<file path="src/rtl/rcc_pkg.sv">
// Shared types for the RCC clock monitor.
// Result cnt is sized for the widest supported counter; narrower instances use the low bits.
package rcc_pkg;

    localparam int CM_CNT_W_MAX = 16;

    typedef enum logic [1:0] {
        CM_IDLE,
        CM_SETTLE,
        CM_COUNT,
        CM_EVAL
    } clk_mon_state_e;

    typedef struct packed {
        logic [CM_CNT_W_MAX-1:0] cnt;
        logic                    too_slow;
        logic                    too_fast;
        logic                    stopped;
    } clk_mon_res_s;

endpackage

</file>
<file path="src/rtl/rcc_sync_cell.sv">
// Purpose: STAGES-deep single-bit synchronizer for an asynchronous level.
// Latency: STAGES clk_i cycles.
// Backpressure: none; free-running.
module rcc_sync_cell #(
    parameter int STAGES = 2
) (
    input  logic clk_i,
    input  logic rst_i,
    input  logic d,
    output logic q
);

    logic [STAGES-1:0] sync_q;

    always_ff @(posedge clk_i) begin
        if (rst_i) sync_q <= '0;
        else       sync_q <= {sync_q[STAGES-2:0], d};
    end

    assign q = sync_q[STAGES-1];

endmodule

</file>
<file path="src/rtl/rcc_clk_mon.sv">
// Purpose: counts mon_clk_i rising edges per window of clk_i cycles and flags slow/fast/stopped clocks.
// Latency: meas_vld_o win_len+1 cycles after COUNT entry; optional RCC_CLK_MON_STOP_DET_EN adds stop detection.
// Backpressure: none; results are pulses plus sticky flags cleared by clr_i.
module rcc_clk_mon
    import rcc_pkg::*;
#(
    parameter int WIN_W       = 16,
    parameter int CNT_W       = 16,
    parameter int SYNC_STAGES = 2,
    parameter int STOP_TO     = 64
) (
    input  logic             clk_i,
    input  logic             rst_i,
    input  logic             mon_clk_i,
    input  logic             en_i,
    input  logic [WIN_W-1:0] win_len_i,
    input  logic [CNT_W-1:0] cnt_min_i,
    input  logic [CNT_W-1:0] cnt_max_i,
    input  logic             clr_i,
    output logic             busy_o,
    output logic             meas_vld_o,
    output logic [CNT_W-1:0] meas_cnt_o,
    output logic             too_slow_o,
    output logic             too_fast_o,
    output logic             stopped_o
);

    localparam int SET_W = $clog2(SYNC_STAGES + 2);

    clk_mon_state_e   state_q, state_nxt;
    logic [SET_W-1:0] settle_cnt;
    logic [WIN_W-1:0] win_cnt;
    logic [CNT_W-1:0] edge_cnt;
    logic             sync_q, sync_q_d, rise;
    logic             settle_done, win_last, load_win;
    logic             set_slow, set_fast, set_stop;
    logic             meas_vld_q;
    clk_mon_res_s     res_q;

    rcc_sync_cell #(.STAGES(SYNC_STAGES)) u_sync (
        .clk_i (clk_i),
        .rst_i (rst_i),
        .d     (mon_clk_i),
        .q     (sync_q)
    );

    always_ff @(posedge clk_i) begin
        if (rst_i) sync_q_d <= 1'b0;
        else       sync_q_d <= sync_q;
    end

    assign rise        = sync_q & ~sync_q_d;
    assign settle_done = (settle_cnt == SET_W'(SYNC_STAGES));
    assign win_last    = (win_cnt == WIN_W'(1));

    always_ff @(posedge clk_i) begin
        if (rst_i) state_q <= CM_IDLE;
        else       state_q <= state_nxt;
    end

    always_comb begin
        state_nxt = state_q;
        case (state_q)
            CM_IDLE:   if (en_i) state_nxt = CM_SETTLE;
            CM_SETTLE: if (!en_i) state_nxt = CM_IDLE;
                       else if (settle_done) state_nxt = CM_COUNT;
            CM_COUNT:  if (!en_i) state_nxt = CM_IDLE;
                       else if (win_last) state_nxt = CM_EVAL;
            CM_EVAL:   state_nxt = en_i ? CM_COUNT : CM_IDLE;
            default:   state_nxt = CM_IDLE;
        endcase
    end

    // Both SETTLE->COUNT and EVAL->COUNT start a fresh window with win_len_i re-sampled.
    assign load_win = (state_nxt == CM_COUNT) && (state_q != CM_COUNT);

    always_ff @(posedge clk_i) begin
        if (rst_i) begin
            settle_cnt <= '0;
            win_cnt    <= '0;
            edge_cnt   <= '0;
        end else begin
            settle_cnt <= (state_q == CM_SETTLE && state_nxt == CM_SETTLE) ? settle_cnt + 1'b1 : '0;
            if (load_win) begin
                win_cnt  <= (win_len_i == '0) ? WIN_W'(1) : win_len_i;
                edge_cnt <= '0;
            end else if (state_q == CM_COUNT) begin
                win_cnt <= win_cnt - 1'b1;
                if (rise && edge_cnt != '1) edge_cnt <= edge_cnt + 1'b1;
            end
        end
    end

    assign set_slow = (state_q == CM_EVAL) && (edge_cnt < cnt_min_i);
    assign set_fast = (state_q == CM_EVAL) && (edge_cnt > cnt_max_i);

`ifdef RCC_CLK_MON_STOP_DET_EN
    localparam int STOP_W = $clog2(STOP_TO + 1);
    logic [STOP_W-1:0] stop_cnt;
    logic              stop_run;

    assign stop_run = (state_q == CM_COUNT) || (state_q == CM_EVAL);

    always_ff @(posedge clk_i) begin
        if (rst_i || !stop_run || rise) stop_cnt <= '0;
        else if (stop_cnt != STOP_W'(STOP_TO)) stop_cnt <= stop_cnt + 1'b1;
    end

    // Keeps asserting while the clock stays dead, so clr_i cannot hide an ongoing stop.
    assign set_stop = stop_run && !rise && (stop_cnt >= STOP_W'(STOP_TO - 1));
`else
    assign set_stop = 1'b0;
`endif

    always_ff @(posedge clk_i) begin
        if (rst_i) begin
            res_q      <= '0;
            meas_vld_q <= 1'b0;
        end else begin
            meas_vld_q <= (state_q == CM_EVAL);
            if (state_q == CM_EVAL) res_q.cnt <= CM_CNT_W_MAX'(edge_cnt);
            res_q.too_slow <= (res_q.too_slow & ~clr_i) | set_slow;
            res_q.too_fast <= (res_q.too_fast & ~clr_i) | set_fast;
            res_q.stopped  <= (res_q.stopped  & ~clr_i) | set_stop;
        end
    end

    assign busy_o     = (state_q != CM_IDLE);
    assign meas_vld_o = meas_vld_q;
    assign meas_cnt_o = res_q.cnt[CNT_W-1:0];
    assign too_slow_o = res_q.too_slow;
    assign too_fast_o = res_q.too_fast;
    assign stopped_o  = res_q.stopped;

endmodule

</file>
<file path="config.mk">
export PLATFORM = sky130hd
export DESIGN_NAME = rcc_clk_mon
export DESIGN_NICKNAME = d
export VERILOG_FILES = /design/src/rtl/rcc_pkg.sv /design/src/rtl/rcc_sync_cell.sv /design/src/rtl/rcc_clk_mon.sv
export SDC_FILE = /design/constraint.sdc
export NUM_CORES = 1
export LEC_CHECK = 0
export BUFFER_PORTS_ARGS = -buffer_cell sky130_fd_sc_hd__buf_4
export CORE_AREA = 2 2 59 117
export CTS_CLUSTER_SIZE = 30
export DETAILED_ROUTE_END_ITERATION = 8
export DIE_AREA = 0 0 61 119
export PLACE_DENSITY_LB_ADDON = 0.05
export SLEW_MARGIN = 20
export SYNTH_ARGS = -nofsm -noshare
export SYNTH_HDL_FRONTEND = slang
export SYNTH_SLANG_ARGS = --single-unit
</file>
<file path="constraint.sdc">
create_clock -name clk_i -period 2.25 [get_ports clk_i]
set_input_delay 0.1125 -clock clk_i [delete_from_list [all_inputs] [get_ports clk_i]]
set_output_delay 0.1125 -clock clk_i [all_outputs]
set_load 0.005 [all_outputs]
</file>
Word-level counts from Yosys, hierarchy flattened
Index checks and enable logic that the tools add are counted.
W data, S select, Z words.
- add/subtract/negate cells: 3
- $lt $le $gt $ge: 2
- eq/ne operators: 9
- muxes and demuxes: 10
- bitwise gates (word level): 9
- reductions and logical operators: 12
- operators with widths (operator ; count):
    $mux W16 ; 3
    $add A16 B1 Y16 const B ; 1
    $eq A16 B1 Y1 const B ; 1
    $gt A16 B16 Y1 ; 1
    $logic_not A16 Y1 ; 1
    $lt A16 B16 Y1 ; 1
    $ne A16 B16 Y1 const B ; 1
    $sub A16 B1 Y16 const B ; 1
    $mux W2 ; 6
    $eq A2 B2 Y1 const B ; 4
    $pmux W2 S4 ; 1
    $logic_and A1 B1 Y1 ; 5
    $and A1 B1 Y1 ; 4
    $eq A2 B1 Y1 const B ; 2
    $reduce_bool A2 Y1 ; 2
    $reduce_or A2 Y1 ; 2
    $not A1 Y1 ; 3
    $add A2 B1 Y2 const B ; 1
    $logic_not A2 Y1 ; 1
    $ne A2 B2 Y1 const B ; 1
    $or A1 B1 Y1 ; 2
    $reduce_and A2 Y1 ; 1
- register bits: 59
- logic and storage cells: 56

Longest topological paths before layout
- depth after elaboration: 8
- mapped depth: 8
- mapped depth without buffers: 7

Modules after synthesis
A second synthesis with hierarchy kept.
- cell total of the unflattened synthesis: 437
- area total of the unflattened synthesis: 3463.3 µm²
- modules (own cells, without submodules) (module ; instances ; cells each ; area an instance (µm²) ; sequential area each (µm²)):
    rcc_clk_mon ; 1 ; 433 ; 3410.8 ; 1141.1
    rcc_sync_cell ; 1 ; 4 ; 52.6 ; 40.0

Least setup slack after synthesis
No wires, ideal clock.
- path type: flip-flop to flip-flop
- start point: register win_cnt[9]
- end point: register win_cnt[14]
- arrival time: 1.866 ns
- required time: 2.179 ns
- path slack: 0.313 ns
- stages on the path, launching flop included: 6
- clock period less this slack: 1.937 ns
- cell sequence: dfxtp_1 or4_1 or3_4 nor4_1 mux2_2 a21oi_1
- longest elaborated chain between the ends: 7
- ends and longest elaborated chain (what ; line ; source):
    start: declaration ; rcc_clk_mon.sv:32 ; logic [WIN_W-1:0] win_cnt;
    start signal: assignment ; rcc_clk_mon.sv:85 ; win_cnt <= (win_len_i == '0) ? WIN_W'(1) : win_len_i;
    start signal: assignment ; rcc_clk_mon.sv:88 ; win_cnt <= win_cnt - 1'b1;
    $eq A16 B1 Y1 ; rcc_clk_mon.sv:54 ; assign win_last = (win_cnt == WIN_W'(1));
    $mux W2 ; rcc_clk_mon.sv:68 ; else if (win_last) state_nxt = CM_EVAL;
    $mux W2 ; rcc_clk_mon.sv:67 ; CM_COUNT: if (!en_i) state_nxt = CM_IDLE;
    $pmux W2 S4 ; rcc_clk_mon.sv:63 ; case (state_q)
    $eq A2 B2 Y1 ; rcc_clk_mon.sv:75 ; assign load_win = (state_nxt == CM_COUNT) && (state_q != CM_COUNT);
    $logic_and A1 B1 Y1 ; rcc_clk_mon.sv:75 ;
    $mux W16 or $reduce_bool A2 Y1 (tied branches) ; n/a ;
Several ways; a longest one is shown, not always the timed one. The select of a mux whose other input is x is not followed.
A chain may end at the register's enable or synchronous reset.

Final worst setup path
Same ends and word-level chain as after synthesis.

==> results.sh <==
export IMPL_outcome="finished, final reports clean"
export IMPL_worstSetupPathType="reg -> reg"
export IMPL_grt_pass1_vias=3107
export IMPL_cts_resized=0
export IMPL_cp_arrival_ns=2.33
export IMPL_final_cell_area_um2=4360
export IMPL_start_kind="flop"
export IMPL_synth_distinct_cells=50
export IMPL_syn_inst=432
export IMPL_fp_row_count=42
export IMPL_firstDrtPassIters=4
export IMPL_io_pins=74
export IMPL_dp_hpwl_mm=6.30
export IMPL_finalSetupViolCount=0
export IMPL_place_port_buffers=73
export IMPL_wirelength_mm=8.60
export IMPL_slew_viol_final=0
export IMPL_slew_headroom_pct=56.5
export IMPL_ys_async_sr_fraction_pct=0
export IMPL_initial_utilization_pct=53.3
export IMPL_n_antenna_cell=0
export IMPL_syn_to_final_growth_pct=26.4
export IMPL_synth_seq_cells=59
export IMPL_worstPathMaxFanout=6
export IMPL_clock_path_buffers=2
export IMPL_clkLatencyLatePin_ns=0.31
export IMPL_grt_pass1_wl_mm=14.1
export IMPL_postSynthAreaPerCell_um2=7.97
export IMPL_max_cap_violations=0
export IMPL_die_area_um2=7260
export IMPL_syn_area_um2=3440
export IMPL_tightestPinTransition_ns=0.652
export IMPL_grt_overflow_total=0
export IMPL_multi_input_area_um2=2060
export IMPL_die_h_um=119
export IMPL_reg2reg_to="win_cnt[14]$_SDFFE_PP0P_"
export IMPL_hold_viol=0
export IMPL_layout_drive_gt1_share_pct=20.3
export IMPL_ff2ff_setup_slack_ns=0.17
export IMPL_cts_hold_buffers_added=0
export IMPL_required_ns=2.49
export IMPL_place_area_um2=4110
export IMPL_hp_class="in -> reg"
export IMPL_p_leak_uw=0.00190
export IMPL_ys_flop_type="dfxtp_1"
export IMPL_fin_worst_skew_ns=0.00471
export IMPL_grt_max_degree=42
export IMPL_grt_use_total_pct=25.2
export IMPL_fin_util_pct=67.4
export IMPL_crit_path_start="win_cnt[9]$_SDFFE_PP0P_"
export IMPL_gp_congestion=0.857
export IMPL_endpoint_kind="flop"
export IMPL_fillers=586
export IMPL_drt_iter0_drc=168
export IMPL_vias_per_cell=5.49
export IMPL_drc=0
export IMPL_synth_edf_count=0
export IMPL_finalCritPeriodShare_pct=92.6
export IMPL_reg2reg_depth=5
export IMPL_ant_nets=0
export IMPL_rsz0062_at_grt="false"
export IMPL_vias=3301
export IMPL_root_buffer="clkbuf_16"
export IMPL_cts_tree="yes"
export IMPL_cts_buffers_inserted=9
export IMPL_core_um2=6460
export IMPL_clkSinkCount=59
export IMPL_path_clk_slew_ns=0.05
export IMPL_wl_per_cell_um=14.3
export IMPL_seq_area_frac_synth_pct=34.3
export IMPL_cts_max_level=3
export IMPL_yosys_warnings=0
export IMPL_die_x_um=61
export IMPL_final_nets=599
export IMPL_setup_tns_ns=0
export IMPL_ff_latch_area_um2=1180
export IMPL_min_period_ns=2.08
export IMPL_cts_setup_buffers=0
export IMPL_antenna_found_initial=0
export IMPL_p_per_area_nw_per_um2=543
export IMPL_max_freq_ghz=0.480
export IMPL_crit_end="win_cnt[14]$_SDFFE_PP0P_"
export IMPL_reg2reg_from="win_cnt[9]$_SDFFE_PP0P_"
export IMPL_vdd_drop_max_mv=0.533
export IMPL_synth_fp_nets=520
[where the power goes]
part	total, uW	internal (uW)	switching (uW)
clock	1160	754	406
sequential	1060	1050	3.44
combinational	150	83.8	66.3
total	2370	1890	476
[layout make-up]
cell class,count,share of cell area [%]
Multi-Input combinational cell,322,47.2
Sequential cell,59,27.1
Timing Repair Buffer,83,14.3
Clock buffer,13,5.75
Inverter,36,3.10
Tap cell,88,2.53
[Yosys cell counts (all sizes together) (2+ instances only)]
library cell / count / share of area, %
nand4b: 2 / 0.51
nor2: 39 / 4.2
dfxtp: 59 / 34
nand3b: 3 / 0.65
xnor2: 12 / 3.1
a311oi: 2 / 0.51
and4: 4 / 1.0
clkbuf: 12 / 1.3
or3: 3 / 0.69
a31oi: 7 / 1.3
or4: 3 / 0.87
a221oi: 2 / 0.51
and2: 3 / 0.54
nor4: 11 / 2.2
a22oi: 3 / 0.65
o21ai: 12 / 1.7
nor3: 17 / 2.5
o211ai: 3 / 0.65
nor3b: 4 / 0.87
ha: 35 / 13
buf: 3 / 0.80
inv: 36 / 3.9
or2: 3 / 0.54
a2111oi: 2 / 0.51
a21oi: 37 / 5.5
nand4: 10 / 1.8
a211oi: 5 / 1.1
a21o: 5 / 1.1
o311ai: 4 / 1.0
nor2b: 5 / 0.91
nand3: 14 / 2.0
nand2b: 3 / 0.76
a2bb2oi: 2 / 0.51
nand2: 57 / 6.2
[kinds of logic after synthesis]
group / after synthesis / share of synthesized area [%]
xor gates and xnor gates: 12 / 3.05
adders and majority gates: 35 / 12.7
buffers and inverters: 51 / 6.03
and+or+nand+nor: 184 / 27.1
AOI/OAI and AO/OA: 89 / 16.2
DFF: 59 / 34.3
muxes: 2 / 0.617
[critical path, cell delays in order, from the launching register on]
cell,delay (ns)
dfxtp_1,0.35
or4_1,0.56
or3_4,0.38
nor4_1,0.24
mux2_2,0.37
a21oi_1,0.13
[through the flow]
stage	setup WS (ns)	cells	hold WS [ns]	total power [uW]
3_3_place_gp	0.267	588	0.321	1220
3_5_place_dp	0.186	588	0.339	1230
2_1_floorplan	0.313	432	0.208	1140
4_1_cts	0.168	601	0.00390	2380
6_report	0.166	601	0.00914	2370
5_1_grt	0.0483	601	0.0130	2440
[how the worst min path moves through the flow]
stage                    from                           to  slack [ns]  cells after the start
CTS                 mon_clk_i  u_sync.sync_q[0]$_SDFF_PP0_       0.004                      2
floorplan               rst_i        meas_vld_o$_SDFF_PP0_        0.21                      1
global placement    mon_clk_i  u_sync.sync_q[0]$_SDFF_PP0_        0.32                      2
detailed placement  mon_clk_i  u_sync.sync_q[0]$_SDFF_PP0_        0.34                      2
finish              mon_clk_i  u_sync.sync_q[0]$_SDFF_PP0_       0.009                      2
global route        mon_clk_i  u_sync.sync_q[0]$_SDFF_PP0_        0.01                      2
[metal layers]
| metal | vias up | track usage, % | wire [um] |
|---|---|---|---|
| li1 | 1698 | - | - |
| met1 | 1515 | 33.4 | 3900 |
| met2 | 76 | 40.9 | 4270 |
| met3 | 12 | 3.58 | 305 |
| met4 | 0 | 8.02 | 127 |
| met5 | - | 0 | 0 |
[placed cells by master (no fill, tap or decap), types with 4 or more instances in the layout]
cell and n:
nor2b_1 5, inv_1 36, nor3_1 17, ha_1 35
o21ai_0 12, a21o_1 5, nor4_1 10, nand3_1 14
a21oi_1 36, nand2_1 57, a31oi_1 7, clkbuf_16 9
buf_4 83, o311ai_0 4, and4_1 4, xnor2_1 12
a211oi_1 5, nand4_1 10, nor2_1 39, dfxtp_1 59
nor3b_1 4
[registers in the layout, summed over array words and instances (netlist names)]
| signal | flops |
|---|---|
| win_cnt | 16 |
| meas_cnt_o | 16 |
| sync_q_d | 1 |
| too_fast_o | 1 |
| u_sync.sync_q | 2 |
| too_slow_o | 1 |
| stopped_o | 1 |
| edge_cnt | 16 |
| settle_cnt | 2 |
| meas_vld_o | 1 |
| state_q | 2 |
No activity file was read; power rests on OpenSTA's default activity.
